<file path="src/rtl/sig_period_meter.sv">
// Measures the period and high time of a slow asynchronous square wave in clk cycles,
// with a sticky timeout when rising edges stop arriving.
module sig_period_meter #(
  parameter logic [31:0] TIMEOUT = 32'd10_000_000
) (
  input  logic        clk,
  input  logic        rst,
  input  logic        sig_in,
  output logic [31:0] period,
  output logic [31:0] high_time,
  output logic        valid,
  output logic        timeout
);

  typedef enum logic [1:0] {IDLE, ARMED, HIGH, LOW} state_t;

  state_t      state_q, state_d;
  logic        s1_q, s1_d;
  logic        s2_q, s2_d;
  logic        sp_q, sp_d;
  logic [1:0]  fill_q, fill_d;
  logic [31:0] cnt_q, cnt_d;
  logic [31:0] hcnt_q, hcnt_d;
  logic [31:0] hlat_q, hlat_d;
  logic [31:0] period_q, period_d;
  logic [31:0] high_time_q, high_time_d;
  logic        valid_q, valid_d;
  logic        timeout_q, timeout_d;

  logic rise;
  logic fall;

  assign rise = s2_q & ~sp_q;
  assign fall = ~s2_q & sp_q;

  always_comb begin
    state_d     = state_q;
    s1_d        = sig_in;
    s2_d        = s1_q;
    sp_d        = s2_q;
    fill_d      = (fill_q == 2'd2) ? fill_q : fill_q + 2'd1;
    cnt_d       = cnt_q;
    hcnt_d      = hcnt_q;
    hlat_d      = hlat_q;
    period_d    = period_q;
    high_time_d = high_time_q;
    valid_d     = 1'b0;
    timeout_d   = timeout_q;

    case (state_q)
      IDLE: begin
        // The synchronizer holds reset zeros for two cycles; only a genuinely sampled
        // low level may arm the meter, otherwise a level held high through reset
        // would look like a fresh rising edge.
        if (!s2_q && fill_q == 2'd2) begin
          state_d = ARMED;
        end
      end
      ARMED: begin
        if (rise) begin
          cnt_d   = 32'd1;
          hcnt_d  = 32'd1;
          state_d = HIGH;
        end
      end
      HIGH: begin
        cnt_d  = cnt_q + 32'd1;
        hcnt_d = hcnt_q + 32'd1;
        if (cnt_q == TIMEOUT) begin
          timeout_d = 1'b1;
          state_d   = IDLE;
        end else if (fall) begin
          hlat_d  = hcnt_q;
          state_d = LOW;
        end
      end
      LOW: begin
        cnt_d = cnt_q + 32'd1;
        // A rise landing exactly on the timeout count is still a good measurement.
        if (rise) begin
          period_d    = cnt_q;
          high_time_d = hlat_q;
          valid_d     = 1'b1;
          timeout_d   = 1'b0;
          cnt_d       = 32'd1;
          hcnt_d      = 32'd1;
          state_d     = HIGH;
        end else if (cnt_q == TIMEOUT) begin
          timeout_d = 1'b1;
          state_d   = IDLE;
        end
      end
      default: state_d = IDLE;
    endcase
  end

  always_ff @(posedge clk) begin
    if (rst) begin
      state_q     <= IDLE;
      s1_q        <= 1'b0;
      s2_q        <= 1'b0;
      sp_q        <= 1'b0;
      fill_q      <= 2'd0;
      cnt_q       <= 32'd0;
      hcnt_q      <= 32'd0;
      hlat_q      <= 32'd0;
      period_q    <= 32'd0;
      high_time_q <= 32'd0;
      valid_q     <= 1'b0;
      timeout_q   <= 1'b0;
    end else begin
      state_q     <= state_d;
      s1_q        <= s1_d;
      s2_q        <= s2_d;
      sp_q        <= sp_d;
      fill_q      <= fill_d;
      cnt_q       <= cnt_d;
      hcnt_q      <= hcnt_d;
      hlat_q      <= hlat_d;
      period_q    <= period_d;
      high_time_q <= high_time_d;
      valid_q     <= valid_d;
      timeout_q   <= timeout_d;
    end
  end

  assign period    = period_q;
  assign high_time = high_time_q;
  assign valid     = valid_q;
  assign timeout   = timeout_q;

endmodule

</file>
<file path="config.mk">
export PLATFORM = sky130hd
export DESIGN_NAME = sig_period_meter
export DESIGN_NICKNAME = d
export VERILOG_FILES = /design/src/rtl/sig_period_meter.sv
export SDC_FILE = /design/constraint.sdc
export NUM_CORES = 1
export LEC_CHECK = 0
export ABC_AREA = 1
export CAP_MARGIN = 20
export CORE_MARGIN = 1
export CORE_UTILIZATION = 40
export DETAILED_ROUTE_END_ITERATION = 12
export REMOVE_ABC_BUFFERS = 1
export SLEW_MARGIN = 20
export SYNTH_ARGS = -nofsm -noshare
export SYNTH_HDL_FRONTEND = slang
export SYNTH_SLANG_ARGS = --single-unit
export TNS_END_PERCENT = 30
</file>
<file path="constraint.sdc">
create_clock -name clk -period 2.3 [get_ports clk]
set_clock_uncertainty 0.05 [all_clocks]
set_input_delay 0.46 -clock clk [delete_from_list [all_inputs] [get_ports clk]]
set_output_delay 0.46 -clock clk [all_outputs]
set_load 0.02 [all_outputs]
</file>
==> results.toml, run 1 <==
[yosys]
postSynthAreaPerCell_um2 = 6.903
synthFlopType = "dfxtp_1"
synth_edf_count = 0
syn_inst = 1074
synth_warnings = 0
synth-seq-cells = 169
synth_cell_types = 42
ys_seq_area_frac = 0.4564
synth_area_um2 = 7413
async_flop_share = 0

[finish]
final_common_cell = "nand2_1"
diodes = 0
drive_gt1_frac = 0.05734
layout_common_cells = "nand2_1 (289), nor2_1 (169), dfxtp_1 (169), inv_1 (134), o21ai_0 (84)"
area_delta_synth_final_pct = 20.46
finalNetCount = 1148
layout.cells.non_filler = 1380
utilization = 0.4937

[global_routing]
overflow = 0
grt_pass1_wl_mm = 29.97
antenna_found_initial = 0
grt_pass1_vias = 6160
grtUsageTotal = 0.1954
grt_max_degree = 63

[floorplan]
die_w_um = 138.1
num_io_pins = 69
die_y_um = 138.1
fp.dieArea_um2 = 19080
coreArea_um2 = 18090
initial_core_util = 0.4099
rows = 49

[critical_path]
reg2reg_slack_ns = 0.25
reg2regPathDepth = 11
r2r-end = "hlat_q[24]"
startpoint_type = "register"
r2r-start = "cnt_q[0]"
cp_data_required_time_ns = 2.58
end_kind = "register"
critPathKind = "reg2reg"
critPathMaxFanout = 26
arrival_ns = 2.33

[min_path]
min_from = "s1_q"
hold_path_depth = 2
hold_end = "s2_q"
hold_class = "reg2reg"

[timing]
whs_ns = 0.3538
finalSetupViolations = 0
fin_crit_ns = 2.052
grt_setup_unrepaired = "false"
hold_viol_final = 0
worst_pin_slew_ns = 0.7839
fmax_ghz = 0.4872
post-route-worst-setup-slack_ns = 0.2477
max_slew_margin = 0.4762
final.period_utilization = 0.8923
fin_setup_tns_ns = 0
slew_violations = 0

[placement]
placed_cells = 1350
place_worst_setup_slack_ns = 0.01730
dp_hpwl_mm = 12.28
portBuffers = 68
gp_congestion = 0.8950

[pwr]
pwr-share-seq = 0.471
powerDensity_nw_per_um2 = 717.9
power.share.combinational = 0.090
ir_drop_mv = 0.5567
p_leak_nw = 3.728
p_int_mw = 4.814
clockPowerShare = 0.439
power.switching_mw = 1.597
swShare = 0.2491

[clock_tree]
htreeDepth = 4
cts_resized = 0
clk_pin_slew_worst_paths_ns = 0.06
clock_sinks = 169
cts_hold_buffers = 0
clkLatencyLatePin_ns = 0.43
cts_tree = "done"
cts_buffer_depth = 2
cts-buffers-inserted = 17
cts_setup_buffers = 0
clockRootBuffer = "clkbuf_16"

[outcome]
outcome = "finished with violations"
violations = "DRC"

[routing]
vias = 6597
dr.pass1.iters = 9
routed_wirelength_mm = 17.84
wl_per_cell_um = 12.93
drc_errors = 16
final_antenna_net_count = 0
drtIter0Drc = 386
via_per_inst = 4.780

[job]
max_cap_viol_count = 0
## power groups by stage
stage                     clock (mW)  combinational, mW  sequential [mW]
after floorplan                    0              0.344             3.10
after global placement             0              0.566             3.08
after detailed placement           0              0.573             3.08
after CTS                       2.87              0.576             3.02
after global routing            2.99              0.639             3.03
final                           2.82              0.577             3.02
## sequential cells by signal (all words and copies together) (netlist names), 2 cells and up
| register | count |
|---|---|
| high_time | 32 |
| hcnt_q | 32 |
| hlat_q | 32 |
| fill_q | 2 |
| cnt_q | 32 |
| period | 32 |
| state_q | 2 |
## critical path, stage by stage (launching register included)
cell and delay [ns]:
dfxtp_1 0.37, inv_1 0.11, ha_1 0.26, inv_1 0.07, nor2_1 0.04, nand2_1 0.06, nor2_1 0.04, nand2_1 0.14
nand4_4 0.33, buf_12 0.30, nor2_1 0.12, nor2_1 0.06
## cell usage after synthesis, drive strengths merged (2+ instances only)
master | number | share of area
xor2 | 5 | 0.0059
inv | 138 | 0.070
nor3 | 30 | 0.025
nor3b | 2 | 0.0020
or2 | 3 | 0.0025
a221oi | 3 | 0.0035
o21ai | 90 | 0.061
ha | 5 | 0.0084
nand3 | 51 | 0.035
nor4 | 2 | 0.0017
o22ai | 2 | 0.0017
a21oi | 36 | 0.024
clkbuf | 17 | 0.0086
buf | 19 | 0.019
nor2 | 178 | 0.096
dfxtp | 169 | 0.46
nand4 | 17 | 0.017
nand2 | 292 | 0.15
and3 | 4 | 0.0034
a31oi | 4 | 0.0034
## cells by family (layout without fill, tap and decap cells)
logic type                 after synthesis  count (layout)  share of synthesized area
and+or+nand+nor                        580             580                     0.3320
xor gates and xnor gates                 5               5                   0.005907
DFF                                    169             169                     0.4564
buffers and inverters                  175             252                    0.09840
AOI/OAI and AO/OA                      140             140                    0.09890
adders and majority gates                5               5                   0.008439
## per-stage QoR
step	area, µm²	total power [mW]
2_1_floorplan	7208	3.444
3_3_place_gp	8358	3.648
3_5_place_dp	8358	3.657
4_1_cts	8930	6.467
5_1_grt	8930	6.651
6_report	8930	6.411
## how the worst max path moves through the flow
stage                     to  startpoint  cells past startpoint
6_report          hlat_q[24]    cnt_q[0]                     11
4_1_cts           hlat_q[15]    cnt_q[0]                     11
3_3_place_gp   high_time[15]         rst                      5
2_1_floorplan     period[19]        sp_q                      5
3_5_place_dp    high_time[2]         rst                      5
5_1_grt           hlat_q[15]    cnt_q[0]                     11
## final cells by class
class,instances,area [µm²]
Clock inverter,7,93.84
Multi-Input combinational cell,730,3308
Sequential cell,169,3383
Fill cell,1823,9156
Tap cell,229,286.5
Inverter,139,524.3
Timing Repair Buffer,83,855.8
Clock buffer,23,478.0
## metal layers
layer  wire (µm)  global-route usage
met3         514             0.03602
met4         427             0.08989
met2        8409              0.3311
met1        8485              0.2415
met5           0                   0
Power figures use the tool's default switching activity.
==> inputs of run 2 (changes only) <==
==> constraint.sdc (replaced) <==
create_clock -name clk -period 2.3 [get_ports clk]
set_clock_uncertainty 0.05 [all_clocks]
set_input_delay 0.345 -clock clk [delete_from_list [all_inputs] [get_ports clk]]
set_output_delay 0.345 -clock clk [all_outputs]
set_load 0.02 [all_outputs]
==> run 2 against run 1 <==
The flow still finishes with violations (DRC). Combinational power is 0.9% lower. Total power is 0.33% lower. Wire length is 1.6% lower. Non-clock buffer count is 3 higher. Die area stayed put. Setup slack worse by 0.084 ns. Critical path depth stayed put. Worst hold slack hardly changed. First-iteration DRC count is 21% lower. Maximum frequency is 3.9% lower. Count of clock-buffer cells in the layout is 1 lower. Critical path type unchanged.
==> results.toml, run 2 (same netlist as run 1, synthesis figures left out) <==
[routing]
topRoutingLayerUsed = "met4"
drc_errors = 14
vias = 6612
wl_met3_um = 561
wl_per_cell_um = 12.67
routed_wirelength_mm = 17.55
drtIter0Drc = 305
dr.pass1.iters = 9
dr_wl_met2_mm = 8.276
drt-met1-wl_mm = 8.324
via_per_inst = 4.774
final_antenna_net_count = 0

[clock_tree]
htreeDepth = 4
clk_pin_slew_worst_paths_ns = 0.06
cts_resized = 0
clkLatencyLatePin_ns = 0.43
cts_setup_buffers = 0
clock_sinks = 169
cts_buffer_depth = 2
cts_tree = "done"
cts-buffers-inserted = 17
cts_hold_buffers = 0
clockRootBuffer = "clkbuf_16"

[critical_path]
slowest_delay_ns = 0.38
crit_family = "simple AND/OR/NAND/NOR gates"
path_cells = "inv_1 -> ha_1 -> inv_1 -> nor2_1 -> nand2_1 -> nor2_1 -> nand2_1 -> nand4_4 -> buf_12 -> nor2_1 -> nor2_1"
arrival_ns = 2.40
end_kind = "register"
cp_num_buf_inv = 3
cp.depth = 11
startpoint_type = "register"
cp_data_required_time_ns = 2.57
slowest_stage = "dfxtp_1"
crit_top_cell = "nor2_1"
critPathMaxFanout = 22
reg2regPathDepth = 11
critPathKind = "reg2reg"

[finish]
diodes = 0
drive_gt1_frac = 0.06055
final_common_cell = "nand2_1"
layout_common_cells = "nand2_1 (289), nor2_1 (169), dfxtp_1 (169), inv_1 (134), o21ai_0 (84)"
finalNetCount = 1151
area_delta_synth_final_pct = 20.62

[timing]
worst_pin_slew_ns = 0.8441
final.period_utilization = 0.9288
max_slew_margin = 0.4359
fmax_ghz = 0.4681
whs_ns = 0.3540
slew_violations = 0
grt_setup_unrepaired = "false"
fin_crit_ns = 2.136
hold_viol_final = 0
finalSetupViolations = 0

[global_routing]
grt_max_degree = 49
grt_pass1_vias = 6280
grt_pass1_wl_mm = 29.99
antenna_found_initial = 0
grtUsageTotal = 0.1929
overflow = 0

[job]
max_cap_viol_count = 0

[floorplan]
die_w_um = 138.1
coreArea_um2 = 18090
die_y_um = 138.1
initial_core_util = 0.4099
fp.dieArea_um2 = 19080
num_io_pins = 69
rows = 49

[pwr]
powerDensity_nw_per_um2 = 714.5
p_leak_nw = 3.724
ir_drop_mv = 0.4926
fin_total_pwr_mw = 6.390

[placement]
gp_congestion = 0.8889
portBuffers = 68
dp_hpwl_mm = 12.26

[outcome]
outcome = "finished with violations"
violations = "DRC"

[min_path]
hold_class = "reg2reg"
hold_path_depth = 2
run 2: worst register-to-register path, stage by stage, from the launching register on:
cell and delay (ns):
dfxtp_1 0.38, inv_1 0.11, ha_1 0.26, inv_1 0.07, nor2_1 0.04, nand2_1 0.06
nor2_1 0.04, nand2_1 0.15, nand4_4 0.33, buf_12 0.30, nor2_1 0.17, nor2_1 0.07
run 2: power by group:
part,internal (mW),leakage (nW),switching (mW),total [mW]
Combinational,0.162,2.10,0.410,0.572
Clock,1.63,0.263,1.17,2.80
Sequential,2.98,1.36,0.0394,3.02
Total,4.77,3.72,1.62,6.39
run 2: metrics by stage:
| step | area (µm²) | util | worst slack [ns] | instances | TNS [ns] |
|---|---|---|---|---|---|
| floorplan | 7208 | - | -0.8608 | 1038 | -46.65 |
| global placement | 8368 | 0.4627 | 0.1507 | 1353 | 0 |
| detailed placement | 8368 | 0.4627 | 0.1147 | 1353 | 0 |
| CTS | 8942 | 0.4944 | 0.1192 | 1385 | 0 |
| global route | 8942 | 0.4944 | 0.01830 | 1385 | 0 |
| finish | 8942 | 0.4944 | 0.1638 | 1385 | 0 |
run 2: worst paths after layout:
check	start	slack, ns	to
hold / removal	s1_q	0.35	s2_q
setup reg to reg	cnt_q[0]	0.16	hlat_q[15]
hold reg to reg	s1_q	0.35	s2_q
setup / recovery	cnt_q[0]	0.16	hlat_q[15]
run 2: layout make-up:
type / count / area (µm²)
clock buffer: 22 / 454.2
clock inverter: 10 / 120.1
fill: 1823 / 9144
inverter: 139 / 524.3
multi-input combinational: 730 / 3308
sequential: 169 / 3383
tap: 229 / 286.5
timing repair buffer: 86 / 865.8
run 2: metal layers:
layer / GRT usage / up-vias
met5: 0 / -
met4: 0.07569 / 0
met1: 0.2356 / 2972
met2: 0.3359 / 94
li1: - / 3515
met3: 0.03602 / 31
